`config.mk`:
```
export PLATFORM = sky130hd
export DESIGN_NAME = fpu_result_buffer
export DESIGN_NICKNAME = d
export VERILOG_FILES = /design/src/rtl/fpu_buf_pkg.sv /design/src/rtl/fpu_res_fifo_mem.sv /design/src/rtl/fpu_result_buffer.sv
export SDC_FILE = /design/constraint.sdc
export NUM_CORES = 1
export LEC_CHECK = 0
export CAP_MARGIN = 10
export CELL_PAD_IN_SITES_DETAIL_PLACEMENT = 1
export CELL_PAD_IN_SITES_GLOBAL_PLACEMENT = 1
export CORE_ASPECT_RATIO = 0.7
export CORE_UTILIZATION = 35
export DETAILED_ROUTE_END_ITERATION = 8
export GPL_TIMING_DRIVEN = 0
export PLACE_DENSITY = 0.63
export SYNTH_ARGS = -nofsm -noshare
export SYNTH_HDL_FRONTEND = slang
export SYNTH_SLANG_ARGS = --single-unit
```
`constraint.sdc`:
```
create_clock -name clk -period 4.78 [get_ports clk]
set_input_delay 0.956 -clock clk [delete_from_list [all_inputs] [get_ports clk]]
set_output_delay 0.956 -clock clk [all_outputs]
set_load 0.01 [all_outputs]
```
`src/rtl/fpu_buf_pkg.sv`:
```
// Shared types and constants for the FPU result buffer.
// The entry struct is the unit stored per FIFO slot.
package fpu_buf_pkg;

    localparam int ENTRY_RES_W  = 32;
    localparam int ENTRY_FFLG_W = 5;
    localparam int ENTRY_IFLG_W = 3;
    localparam int ENTRY_USER_W = 4;

    typedef struct packed {
        logic [ENTRY_RES_W-1:0]  result;
        logic [ENTRY_FFLG_W-1:0] fflags;
        logic [ENTRY_IFLG_W-1:0] iflags;
        logic [ENTRY_USER_W-1:0] user;
        logic                    error;
    } fpu_res_entry_t;

    localparam int                    DROP_CNT_W   = 8;
    localparam logic [DROP_CNT_W-1:0] DROP_CNT_MAX = 8'd255;

endpackage

```
`src/rtl/fpu_res_fifo_mem.sv`:
```
// Register array with one synchronous write port and one asynchronous read port.
// Contents are deliberately left unreset.
module fpu_res_fifo_mem #(
    parameter int DEPTH = 8,
    parameter int WIDTH = 45
) (
    input  logic                     clk,
    input  logic                     wr_en,
    input  logic [$clog2(DEPTH)-1:0] wr_addr,
    input  logic [WIDTH-1:0]         wr_data,
    input  logic [$clog2(DEPTH)-1:0] rd_addr,
    output logic [WIDTH-1:0]         rd_data
);

    logic [WIDTH-1:0] mem [DEPTH];

    always_ff @(posedge clk) begin
        if (wr_en) begin
            mem[wr_addr] <= wr_data;
        end
    end

    assign rd_data = mem[rd_addr];

endmodule

```
`src/rtl/fpu_result_buffer.sv`:
```
// Output FIFO behind the FPU: converts stall-based flow control into a valid/ready
// stream, raises stall early enough to absorb in-flight results, and counts drops.
module fpu_result_buffer
    import fpu_buf_pkg::*;
#(
    parameter int DEPTH  = 8,
    parameter int SKID   = 3,
    parameter int RES_W  = 32,
    parameter int FFLG_W = 5,
    parameter int IFLG_W = 3,
    parameter int USER_W = 4
) (
    input  logic                       clk,
    input  logic                       rst_n,
    input  logic                       fpu_valid_o,
    input  logic [RES_W-1:0]           fpu_result_o,
    input  logic [FFLG_W-1:0]          fpu_fflags_o,
    input  logic [IFLG_W-1:0]          fpu_iflags_o,
    input  logic [USER_W-1:0]          fpu_user_o,
    input  logic                       fpu_error_o,
    output logic                       fpu_stall_i,
    input  logic                       flush_i,
    output logic                       out_valid,
    input  logic                       out_ready,
    output logic [RES_W-1:0]           out_result,
    output logic [FFLG_W-1:0]          out_fflags,
    output logic [IFLG_W-1:0]          out_iflags,
    output logic [USER_W-1:0]          out_user,
    output logic                       out_error,
    output logic [$clog2(DEPTH):0]     count_o,
    output logic                       overflow_o,
    output logic [DROP_CNT_W-1:0]      drop_cnt_o
);

    localparam int PTR_W = $clog2(DEPTH);
    localparam int CNT_W = PTR_W + 1;
    localparam logic [CNT_W-1:0] FULL_CNT  = CNT_W'(DEPTH);
    localparam logic [CNT_W-1:0] STALL_TH  = CNT_W'(DEPTH - SKID);

    logic [PTR_W-1:0] wr_ptr;
    logic [PTR_W-1:0] rd_ptr;
    logic [CNT_W-1:0] count;
    logic [CNT_W-1:0] count_next;
    logic             push;
    logic             pop;
    logic             full;
    logic             wr_en;
    logic             drop;
    fpu_res_entry_t   wr_entry;
    fpu_res_entry_t   rd_entry;

    assign push  = fpu_valid_o;
    assign pop   = out_valid && out_ready;
    assign full  = (count == FULL_CNT);
    // A full FIFO still accepts a beat when the head retires on the same edge.
    assign wr_en = push && (!full || pop);
    assign drop  = push && full && !pop;

    always_comb begin
        count_next = count;
        case ({wr_en, pop})
            2'b10:   count_next = count + 1'b1;
            2'b01:   count_next = count - 1'b1;
            default: count_next = count;
        endcase
    end

    always_comb begin
        wr_entry        = '0;
        wr_entry.result = fpu_result_o;
        wr_entry.fflags = fpu_fflags_o;
        wr_entry.iflags = fpu_iflags_o;
        wr_entry.user   = fpu_user_o;
        wr_entry.error  = fpu_error_o;
    end

    fpu_res_fifo_mem #(
        .DEPTH (DEPTH),
        .WIDTH ($bits(fpu_res_entry_t))
    ) u_mem (
        .clk     (clk),
        .wr_en   (wr_en && !flush_i),
        .wr_addr (wr_ptr),
        .wr_data (wr_entry),
        .rd_addr (rd_ptr),
        .rd_data (rd_entry)
    );

    always_ff @(posedge clk or negedge rst_n) begin
        if (!rst_n) begin
            wr_ptr      <= '0;
            rd_ptr      <= '0;
            count       <= '0;
            fpu_stall_i <= 1'b0;
            overflow_o  <= 1'b0;
            drop_cnt_o  <= '0;
        end else if (flush_i) begin
            wr_ptr      <= '0;
            rd_ptr      <= '0;
            count       <= '0;
            fpu_stall_i <= 1'b0;
            overflow_o  <= 1'b0;
            drop_cnt_o  <= '0;
        end else begin
            if (wr_en) begin
                wr_ptr <= wr_ptr + 1'b1;
            end
            if (pop) begin
                rd_ptr <= rd_ptr + 1'b1;
            end
            count       <= count_next;
            fpu_stall_i <= (count_next >= STALL_TH);
            if (drop) begin
                overflow_o <= 1'b1;
                if (drop_cnt_o != DROP_CNT_MAX) begin
                    drop_cnt_o <= drop_cnt_o + 1'b1;
                end
            end
        end
    end

    assign count_o    = count;
    assign out_valid  = (count != '0);
    assign out_result = out_valid ? rd_entry.result : '0;
    assign out_fflags = out_valid ? rd_entry.fflags : '0;
    assign out_iflags = out_valid ? rd_entry.iflags : '0;
    assign out_user   = out_valid ? rd_entry.user   : '0;
    assign out_error  = out_valid ? rd_entry.error  : 1'b0;

endmodule

```
Word-level counts from Yosys, hierarchy flattened. Memory sizes are Yosys's and may differ from the RTL's. Index checks and enable logic that the tools add are counted.

Equal/unequal tests: 4. Multiplexer cells: 19. Reductions and logical operators: 15. $add $sub $neg: 5. Order comparisons: 1.

Operators with widths (number): 32-bit 2-to-1 mux (1); 8-bit 2-to-1 mux (3); 3-bit 2-to-1 mux (5); 8-bit by 1-bit adder with 8-bit output (second input constant) (1); 4-bit 2-to-1 mux (2); 8-bit != test (second input constant) (1); 4-bit one-hot mux with 2 select lines (1); 2-bit nonzero test (4); 3-bit by 1-bit adder with 3-bit output (second input constant) (2); 1-bit 2-to-1 mux (6); 1-bit logical AND (5); 5-bit 2-to-1 mux (1); 4-bit by 1-bit adder with 4-bit output (second input constant) (1); 4-bit equality test (second input constant) (1); 4-bit by 3-bit >= comparator with 1-bit output (second input constant) (1); 4-bit nonzero test (1); 4-bit by 1-bit subtractor with 4-bit output (second input constant) (1); 1-bit logical NOT (3); 2-bit by 1-bit equality test with 1-bit output (second input constant) (1); 2-bit equality test (second input constant) (1); 2-bit AND reduction (1); 1-bit logical OR (1).

Output and inout bits: 60. Register bits after elaboration: 20. Bits in writable memories: 360. Memories: 1. Input port bits: 50.

Memory list: u_mem.mem (words 8, bits a word 45, rd ports 1, clocked after Yosys merged registers in 0, write ports 1, line fpu_res_fifo_mem.sv:15) `logic [WIDTH-1:0] mem [DEPTH];`.

Logic depth before layout (Yosys ltp). Gate-level depths: netlist (run 1).

Depth after elaboration: 8. Mapped depth: 10. Gate-level depth less buffers: 8.

By module. A second synthesis (run 1) with hierarchy kept.

Cells, all modules: 695. Area, all modules: 15293.4 um2.

By module, submodules not included: fpu_res_fifo_mem (instances 1, area an instance 13912.1 um2, cells each 533); fpu_result_buffer (instances 1, area an instance 1381.3 um2, cells each 162).

Least setup slack after synthesis (run 1). Ideal clock, no wire load.

Kind: input -> register. Start point: in out_ready. End point: mem u_mem.mem[0][0], enable pin. Data required time: 4.277 ns. Stages: 4. Arrival: 4.765 ns. Slack: -0.488 ns. Cells stage by stage: clkbuf_2 o31ai_1 or3_1 nor3_1.

Word-level cells in the longest chain between the ends: 6.

RTL lines: from (decl) (line fpu_result_buffer.sv:24) `input logic out_ready,`; 1-bit logical AND (line fpu_result_buffer.sv:53) `assign pop = out_valid && out_ready;`; 1-bit logical OR (line fpu_result_buffer.sv:56) `assign wr_en = push && (!full || pop);`; 1-bit logical AND (line fpu_result_buffer.sv:56); 1-bit logical AND (line fpu_result_buffer.sv:82) `.wr_en (wr_en && !flush_i),`; 1-bit 2-to-1 mux (line fpu_res_fifo_mem.sv:18) `if (wr_en) begin`; 1-bit 2-to-1 mux (not written as such) (line fpu_res_fifo_mem.sv:19) `mem[wr_addr] <= wr_data;`; to (decl) (line fpu_res_fifo_mem.sv:15).

No other way between the ends.

Worst setup path after layout (run 1).
Start point: reg rd_ptr[1]. End point: out out_result[17].

Word-level cells in the longest chain between the ends: 2.

RTL lines: from (decl) (line fpu_result_buffer.sv:41) `logic [PTR_W-1:0] rd_ptr;`; from (signal assigned) (line fpu_result_buffer.sv:109) `rd_ptr <= rd_ptr + 1'b1;`; memory read 8 x 45 bit; 32-bit 2-to-1 mux (line fpu_result_buffer.sv:124) `assign out_result = out_valid ? rd_entry.result : '0;`; to (decl) (line fpu_result_buffer.sv:25) `output logic [RES_W-1:0] out_result,`.

No other way between the ends.

==> results of run 1 <==
## per-layer routing
metal / share of wire (%) / up-vias / GRT usage, %
met4: 1.4 / 6 / 3.63
met5: 0.12 / - / 0
met1: 47 / 3749 / 23.0
met2: 47 / 163 / 24.7
met3: 4.4 / 39 / 3.19
li1: - / 3191 / -
## registers in the layout, indices dropped and copies added (netlist names)
name / cells
drop_cnt_o: 8
overflow_o: 1
u_mem.mem: 360
rd_ptr: 3
count_o: 4
fpu_stall_i: 1
wr_ptr: 3
## tightest hold or removal path: stages (launching register included)
cell and delay [ps]:
dfrtp_1 350, nor2_1 50, nor2_1 70
## stage by stage
stage          hold slack, ps  power (mW)  setup TNS (ps)
2_1_floorplan             535        5.09               0
3_3_place_gp              483        6.08         -618490
3_5_place_dp              501        6.12               0
4_1_cts                   516        8.97               0
5_1_grt                   602        9.20               0
6_report                  509        8.81               0
## final timing paths
check,from,end,slack (ps),cells after the start
worst max-delay path,rd_ptr[1],out_result[17],420,6
worst min-delay path,overflow_o,overflow_o,510,2
worst max register to register,count_o[1],u_mem.mem[0][34],1720,9
worst min register to register,overflow_o,overflow_o,510,2
max in group asynchronous,rst_n,rd_ptr[1],3250,1
min in group asynchronous,rst_n,count_o[1],950,1
## cell type report
cell class / instances / area [sq um] / share of cell area [%]
buffer: 34 / 149 / 0.819
antenna: 3 / 7.51 / 0.0413
inverter: 6 / 22.5 / 0.124
multi-input combinational: 275 / 3340 / 18.4
clock buffer: 54 / 1070 / 5.91
sequential: 380 / 11300 / 62.2
tap: 544 / 681 / 3.74
timing repair buffer: 127 / 1500 / 8.25
clock inverter: 15 / 100 / 0.550
## Yosys cell counts, drive strengths merged, types with 5 or more instances
| master | n |
|---|---|
| nand3 | 5 |
| buf | 12 |
| dfrtp | 20 |
| nor2 | 72 |
| mux2i | 48 |
| xnor2 | 5 |
| nand2 | 7 |
| xor2 | 8 |
| mux4 | 90 |
| clkbuf | 22 |
| inv | 6 |
| edfxtp | 360 |
## cell families (layout without fill, tap and decap cells)
kind of cell	Yosys count	count (layout)	synth area share [%]
muxes	139	139	17.1
DFF	380	380	76.6
xor gates and xnor gates	13	13	0.772
other	0	3	0
adders and majority gates	4	4	0.339
buffers and inverters	40	236	1.15
and+or+nand+nor	105	105	3.32
AOI/OAI and AO/OA	14	14	0.670
## power breakdown
group	internal [mW]	total [mW]	switching (mW)
sequential	3.71	3.74	0.0346
clock	1.62	2.83	1.20
combinational	1.12	2.24	1.12
total	6.46	8.81	2.35
==> summary.txt, run 1 <==
Worst hold path
  • Worst Hold Class: flip-flop to flip-flop

Clock tree
  • Clock slew seen by the registers of the worst setup and hold paths: 60 ps
  • CTS buffer count: 38
  • Clk buf depth: 3
  • Hold_buf cts: 0
  • # clock sinks: 380
  • Post-CTS Setup Inserts: 0
  • Clock root buffer master: clkbuf_16
  • Worst-skew pair later-pin latency: 530 ps
  • CTS HTree Levels: 2
  • Post-CTS Resized: 0
  • CTS tree: built

Flow run
  • Maxcap violations: 0

Yosys
  • Synth top area cells: edfxtp_1 73%, mux4_2 14%, dfrtp_1 3.4%, mux2i_1 3.3%, nor2_1 1.8%
  • Synth Warn #: 0
  • Synth area leader: edfxtp_1
  • Cell count after synthesis: 695
  • Syn nets: 749
  • Async S/R FF share, synth: 5.26%
  • Register area share after synthesis: 76.6%
  • Number of synthesized flops with an enable pin: 360
  • Post-Syn Area: 14800 sq um
  • Post-synthesis cell type count: 41
  • FF+latch count, synth: 380
  • Top cell type's share of synthesized area: 73.3%
  • Predominant post-synthesis flop cell: edfxtp_1
  • Mapped Avg Cell Area: 21.2 sq um

Global routing
  • GRT overflow: 0
  • Largest net degree at the start of global routing: 25
  • First-pass GRT wire length: 50500 um
  • Vias in the first global route: 7844
  • Initial antenna violation count: 5
  • GRT Util Overall: 15.9%

Timing
  • Final Hold Violating Endpoints: 0
  • Fmax: 229 MHz
  • Worst Skew: 11.7 ps
  • Least-Margin Pin Slew: 968 ps
  • PnR worst setup slack: 422 ps
  • Min cycle time layout: 4360 ps
  • Final slew viol count: 0
  • RSZ-0062 raised after global routing: no
  • Setup violators final: 0
  • Slew HR: 35.4%
  • Period utilization: 91.2%

Critical path
  • Largest delay share family, worst path: buffers and inverters
  • Crit path kind: flip-flop to output pin
  • CP max-delay cell: clkbuf_1
  • Critical path endpoint category: output pin
  • Worst path required time: 3820 ps
  • Crit Path Max Fanout: 10
  • Most common cell on crit path: clkbuf_1
  • CP arrival: 3400 ps
  • Buf+Inv Stages, Crit Path: 3
  • Max incr delay on CP: 690 ps
  • Setup crit start kind: flip-flop
  • Cell breakdown of the critical path: clkbuf_1 > clkbuf_1 > mux4_2 > mux2i_1 > nor2_1 > clkdlybuf4s50_1

Route
  • Avg WL per Cell: 23.1 um
  • Final wirelength: 33200 um
  • Initial drt markers: 518
  • DRC errors left: 0
  • Via density: 4.97
  • Drt pass-1 iters: 6
  • Vias: 7148
  • Final ANT Viol Nets: 0

Die
  • Core area: 41300 sq um
  • Starting density of the core: 35.8%
  • Chip height: 174 um
  • I/O pin total: 110
  • Die X: 247 um
  • Standard-cell rows: 62
  • Die footprint: 43000 sq um

Final layout
  • Fin util: 44.1%
  • Commonest non-fill, non-tap cells in the layout: 360 x edfxtp_1, 108 x clkdlybuf4s50_1, 90 x mux4_2, 66 x nor2_1, 48 x mux2i_1
  • Area growth, synth to finish: 23.3%
  • # fillers: 3887
  • Final net count: 916
  • Non-filler cells, final: 1438
  • Layout cells sized above 1: 20.8%
  • Final Cell Area: 18200 sq um
  • Commonest non-fill, non-tap cell in the layout: edfxtp_1

Power and ir drop
  • VDD IR max: 0.323 mV
  • Leak pwr: 5.64 nW
  • Power per cell area: 485 nW/um^2

Placed design
  • HPWL after DPL: 21500 um
  • Port Buffers: 108
  • Placed insts: 1366
  • GPL Wtd Cong: 0.732
  • DP Worst Slack: 672 ps
  • Area post-placement: 17000 sq um

Status
  • Status: completed
No activity file was read; power rests on OpenSTA's default activity.
==> inputs of run 2 (changes only) <==
--- a/config.mk
+++ b/config.mk
@@ -12,7 +12,8 @@
 export CORE_UTILIZATION = 35
 export DETAILED_ROUTE_END_ITERATION = 8
 export GPL_TIMING_DRIVEN = 0
-export PLACE_DENSITY = 0.63
+export PLACE_DENSITY = 0.61
 export SYNTH_ARGS = -nofsm -noshare
 export SYNTH_HDL_FRONTEND = slang
 export SYNTH_SLANG_ARGS = --single-unit
+export TNS_END_PERCENT = 30
==> constraint.sdc (replaced) <==
create_clock -name clk -period 5.6 [get_ports clk]
set_input_delay 1.12 -clock clk [delete_from_list [all_inputs] [get_ports clk]]
set_output_delay 1.12 -clock clk [all_outputs]
set_load 0.01 [all_outputs]
==> run 2 against run 1 <==
Effect of this change:
- utilization hardly changed
- register-to-register slack better by 560 ps
- global-route usage rose by 0.24 points
- sequential cell count unchanged
- critical path depth unchanged
- final area about the same
- final cell count is essentially flat
- via count is 1.6% higher
- wire length grew 2.6%
- sequential share of layout area about the same
- die area unchanged
- power is 13% lower
- largest cell class unchanged
==> summary.txt, run 2 (same netlist as run 1, synthesis figures left out) <==
Route
  • Met3 Routed Length: 1330 um
  • Initial drt markers: 502
  • Routed met2 length: 16000 um
  • Final wirelength: 34000 um
  • Vias: 7261
  • DRC errors left: 0
  • Highest metal used: met5
  • Drt pass-1 iters: 7
  • Via density: 5.05
  • Wl on met1: 16100 um
  • Avg WL per Cell: 23.7 um
  • Final ANT Viol Nets: 0

Final layout
  • Fin util: 44.0%
  • Commonest non-fill, non-tap cell in the layout: edfxtp_1
  • Area growth, synth to finish: 23.2%
  • Largest register FFs: 360
  • Commonest non-fill, non-tap cells in the layout: 360 x edfxtp_1, 108 x clkdlybuf4s50_1, 90 x mux4_2, 66 x nor2_1, 48 x mux2i_1
  • Final net count: 920
  • Biggest register: u_mem.mem
  • N_diodes: 0
  • Final Cell Area: 18200 sq um
  • Layout cells sized above 1: 21.6%

Critical path
  • Number of cells on the critical path: 6
  • Setup crit start kind: flip-flop
  • CP arrival: 3660 ps
  • Worst setup path endpoint: out_result[26]
  • Max incr delay on CP: 640 ps
  • Crit Path Max Fanout: 10
  • CP max-delay cell: clkbuf_1
  • Depth of the worst register-to-register path: 10
  • Critical path origin: count_o[1]
  • Cell breakdown of the critical path: buf_6 > nor4_1 > clkbuf_1 > clkbuf_1 > nor2_1 > clkdlybuf4s50_1
  • Buf+Inv Stages, Crit Path: 4
  • RR Endpoint: fpu_stall_i
  • R2R setup slack: 2280 ps
  • Crit path kind: flip-flop to output pin
  • Most common cell on crit path: clkbuf_1
  • R2R Path Start: count_o[1]
  • Largest delay share family, worst path: buffers and inverters
  • Worst path required time: 4480 ps
  • Critical path endpoint category: output pin

Timing
  • Worst hold margin: 519 ps
  • Fmax: 209 MHz
  • Worst Skew: 10.7 ps
  • Least-Margin Pin Slew: 1020 ps
  • Final Hold Violating Endpoints: 0
  • RSZ-0062 raised after global routing: no
  • Final slew viol count: 0
  • Setup violators final: 0
  • PnR worst setup slack: 824 ps
  • Min cycle time layout: 4780 ps
  • Slew HR: 32.0%
  • Period utilization: 85.3%

Placed design
  • Area post-placement: 17000 sq um
  • DP Worst Slack: 1300 ps
  • Port Buffers: 108
  • HPWL after DPL: 21500 um
  • GPL Wtd Cong: 0.714

Die
  • Die footprint: 43000 sq um
  • Core area: 41300 sq um
  • Standard-cell rows: 62
  • Chip height: 174 um
  • I/O pin total: 110
  • Starting density of the core: 35.8%
  • Die X: 247 um

Global routing
  • GRT Util Overall: 16.1%
  • GRT overflow: 0
  • Initial antenna violation count: 1
  • Largest net degree at the start of global routing: 24
  • Vias in the first global route: 7821
  • First-pass GRT wire length: 51000 um

Status
  • Status: completed

Clock tree
  • CTS tree: built
  • Clock slew seen by the registers of the worst setup and hold paths: 60 ps
  • Clock root buffer master: clkbuf_16
  • Hold_buf cts: 0
  • Clk buf depth: 3
  • # clock sinks: 380
  • Post-CTS Resized: 0
  • Worst-skew pair later-pin latency: 530 ps
  • CTS buffer count: 39
  • CTS HTree Levels: 2
  • Post-CTS Setup Inserts: 0

Worst hold path
  • Worst Hold Class: flip-flop to flip-flop

Power and ir drop
  • Power per cell area: 420 nW/um^2
  • Leak pwr: 5.67 nW
  • VDD IR max: 0.256 mV

Flow run
  • Maxcap violations: 0
[run 2: worst register-to-register path, delay by kind of cell (launching register included)]
family                   cells  cell delay, ps
buffers and inverters        2             790
XOR/XNOR                     1             170
AND/OR/NAND/NOR              3            1190
flip-flops                   1             390
adder cells (fa/ha/maj)      1             180
AO/OA/AOI/OAI                3             480
[run 2: cell type report]
class                      instances  area (sq um)
tap                              544           681
multi-input combinational        275          3330
fill                            3858         23100
inverter                           6          22.5
buffer                            34           148
clock buffer                      44           995
clock inverter                    24           224
sequential                       380         11300
timing repair buffer             130          1470
[run 2: worst min path at each step]
stage | slack, ps | to | depth (start not counted) | start
finish | 520 | overflow_o | 2 | overflow_o
global route | 560 | overflow_o | 2 | overflow_o
CTS | 530 | overflow_o | 2 | overflow_o
detailed placement | 510 | overflow_o | 2 | overflow_o
global placement | 490 | overflow_o | 2 | overflow_o
floorplan | 540 | overflow_o | 2 | overflow_o
[run 2: where the power goes]
group | switching (mW) | total, mW | internal, mW
clock network | 1.06 | 2.52 | 1.46
logic | 0.960 | 1.91 | 0.953
registers | 0.0289 | 3.19 | 3.17
total | 2.05 | 7.63 | 5.58
[run 2: metrics by stage]
stage	instances	setup TNS, ps	total power [mW]
after CTS	1437	0	7.76
after global placement	1347	-671640	5.19
after floorplan	695	0	4.35
final	1437	0	7.63
after global routing	1437	0	7.97
after detailed placement	1369	0	5.22
[run 2: metal layers]
layer / global-route usage [%] / vias up
met5: 0 / -
met4: 3.09 / 2
met3: 2.94 / 49
met2: 25.2 / 143
met1: 23.7 / 3881
li1: - / 3186
==> inputs of run 3 (changes only) <==
--- a/config.mk
+++ b/config.mk
@@ -9,10 +9,10 @@
 export CELL_PAD_IN_SITES_DETAIL_PLACEMENT = 1
 export CELL_PAD_IN_SITES_GLOBAL_PLACEMENT = 1
 export CORE_ASPECT_RATIO = 0.7
-export CORE_UTILIZATION = 35
+export CORE_UTILIZATION = 41
 export DETAILED_ROUTE_END_ITERATION = 8
 export GPL_TIMING_DRIVEN = 0
-export PLACE_DENSITY = 0.61
+export PLACE_DENSITY = 0.69
 export SYNTH_ARGS = -nofsm -noshare
 export SYNTH_HDL_FRONTEND = slang
 export SYNTH_SLANG_ARGS = --single-unit
==> run 3 against run 2 <==
Effect of this change:
- hold slack gained 6.6 ps
- clock power fell by 5%
- wire length shrank 1.7%
- first-iteration DRC count increased by 29%
- highest routed layer unchanged
==> summary.txt, run 3 (same netlist as run 1, synthesis figures left out) <==
Route
  • Final ANT Viol Nets: 0
  • Drt pass-1 iters: 4
  • Initial drt markers: 646
  • DRC errors left: 0
  • Via density: 5.36
  • Final wirelength: 33400 um
  • Vias: 7321
  • Avg WL per Cell: 24.5 um

Timing
  • Setup violators final: 0
  • Least-Margin Pin Slew: 957 ps
  • Final Hold Violating Endpoints: 0
  • Slew HR: 36.2%
  • Final slew viol count: 0
  • Fmax: 208 MHz
  • RSZ-0062 raised after global routing: no
  • Period utilization: 85.9%
  • Worst Skew: 20.4 ps
  • Min cycle time layout: 4810 ps

Final layout
  • Layout cells sized above 1: 21.2%
  • N_diodes: 0
  • Commonest non-fill, non-tap cells in the layout: 360 x edfxtp_1, 108 x clkdlybuf4s50_1, 90 x mux4_2, 66 x nor2_1, 48 x mux2i_1
  • Area growth, synth to finish: 22.3%
  • Area occupied by multi-input gates: 3330 sq um
  • Largest register FFs: 360
  • Non-filler cells, final: 1365
  • Biggest register: u_mem.mem
  • Final net count: 919
  • Sequential cell area: 11300 sq um
  • Commonest non-fill, non-tap cell in the layout: edfxtp_1
  • # fillers: 3152

Placed design
  • Port Buffers: 108
  • Placed insts: 1298
  • HPWL after DPL: 21700 um
  • GPL Wtd Cong: 0.715

Power and ir drop
  • Sw Share: 27.0%
  • Leak pwr: 5.64 nW
  • VDD IR max: 0.253 mV
  • Power per cell area: 416 nW/um^2
  • Combinational Power Share: 25.4%
  • Sequential power share: 42.5%
  • Internal: 5.48 mW
  • Psw: 2.03 mW
  • Tot Pwr: 7.51 mW
  • Clock share of power: 32.0%

Die
  • Standard-cell rows: 57
  • Core area: 35100 sq um
  • Die footprint: 36800 sq um
  • Starting density of the core: 42.1%
  • Die X: 229 um
  • I/O pin total: 110
  • Chip height: 161 um

Critical path
  • Max incr delay on CP: 690 ps
  • CP arrival: 3690 ps
  • CP max-delay cell: nor4_1
  • Critical path endpoint category: output pin
  • Crit Path Max Fanout: 10
  • Setup crit start kind: flip-flop
  • Cell breakdown of the critical path: buf_6 > nor4_1 > clkbuf_1 > clkbuf_1 > nor2_1 > clkdlybuf4s50_1
  • Worst path required time: 4480 ps
  • Crit path kind: flip-flop to output pin
  • Most common cell on crit path: clkbuf_1

Clock tree
  • Post-CTS Resized: 0
  • Clk buf depth: 3
  • CTS HTree Levels: 2
  • Hold_buf cts: 0
  • CTS buffer count: 37
  • Worst-skew pair later-pin latency: 540 ps
  • Clock root buffer master: clkbuf_16
  • CTS tree: built
  • # clock sinks: 380
  • Post-CTS Setup Inserts: 0
  • Clock slew seen by the registers of the worst setup and hold paths: 60 ps

Global routing
  • Largest net degree at the start of global routing: 22
  • First-pass GRT wire length: 50700 um
  • GRT overflow: 0
  • GRT Util Overall: 18.7%
  • Initial antenna violation count: 1
  • Vias in the first global route: 7828

Status
  • Status: completed

Flow run
  • Maxcap violations: 0

Worst hold path
  • Worst Hold Class: flip-flop to flip-flop
## run 3: cell types whose count changed in the layout (fill, tap and decap cells not counted)
cell,change
buf_16,+1
buf_4,+3
buf_6,-2
buf_8,-1
bufinv_16,-1
clkbuf_1,+1
clkbuf_16,-2
clkinv_1,+3
clkinv_2,-3
clkinv_4,-1
clkinv_8,+2
## run 3: layout make-up
| cell class | count | area share, % |
|---|---|---|
| Clock buffer | 43 | 5.26 |
| Tap cell | 472 | 3.27 |
| Sequential cell | 380 | 62.7 |
| Multi-Input combinational cell | 275 | 18.5 |
| Timing Repair Buffer | 131 | 8.20 |
| Buffer | 34 | 0.818 |
| Clock inverter | 24 | 1.19 |
| Inverter | 6 | 0.125 |
## run 3: metal layers
layer  up-vias  track usage (%)  share of wire [%]
met5         -                0              0.039
met4         2             3.97                1.4
met3        43             3.50                4.6
met2       181             29.2                 47
met1      3911             27.5                 47
li1       3184                -                  -
## run 3: worst paths after layout
check	startpoint	endpoint	slack, ps	depth (start not counted)
setup / recovery	count_o[1]	out_result[20]	790	6
hold / removal	overflow_o	overflow_o	530	2
setup reg to reg	count_o[1]	fpu_stall_i	2260	10
hold reg to reg	overflow_o	overflow_o	530	2
max in group asynchronous	rst_n	rd_ptr[2]	3910	1
min in group asynchronous	rst_n	count_o[1]	1120	1
## run 3: through the flow
stage | hold WS [ps] | setup WS, ps | TNS, ps | utilization (%) | instance area (sq um)
finish | 526 | 791 | 0 | 51.4 | 18000
global route | 590 | 601 | 0 | 51.4 | 18000
CTS | 539 | 637 | 0 | 51.4 | 18000
detailed placement | 525 | 1230 | 0 | 48.1 | 16900
global placement | 495 | -3810 | -631020 | 46.8 | 16400
floorplan | 535 | 168 | 0 | - | 14800
## run 3: worst max-delay path: cells and delay by family, from the launching register on
family | cells | cell delay, ps
DFF | 1 | 380
buffers and inverters | 4 | 1850
and+or+nand+nor | 2 | 930
## run 3: power groups by stage
stage,clock network (mW),logic [mW],registers [mW]
5_1_grt,2.57,2.07,3.20
3_5_place_dp,0,1.95,3.25
6_report,2.40,1.91,3.19
4_1_cts,2.47,1.96,3.19
2_1_floorplan,0,1.09,3.25
3_3_place_gp,0,1.91,3.26
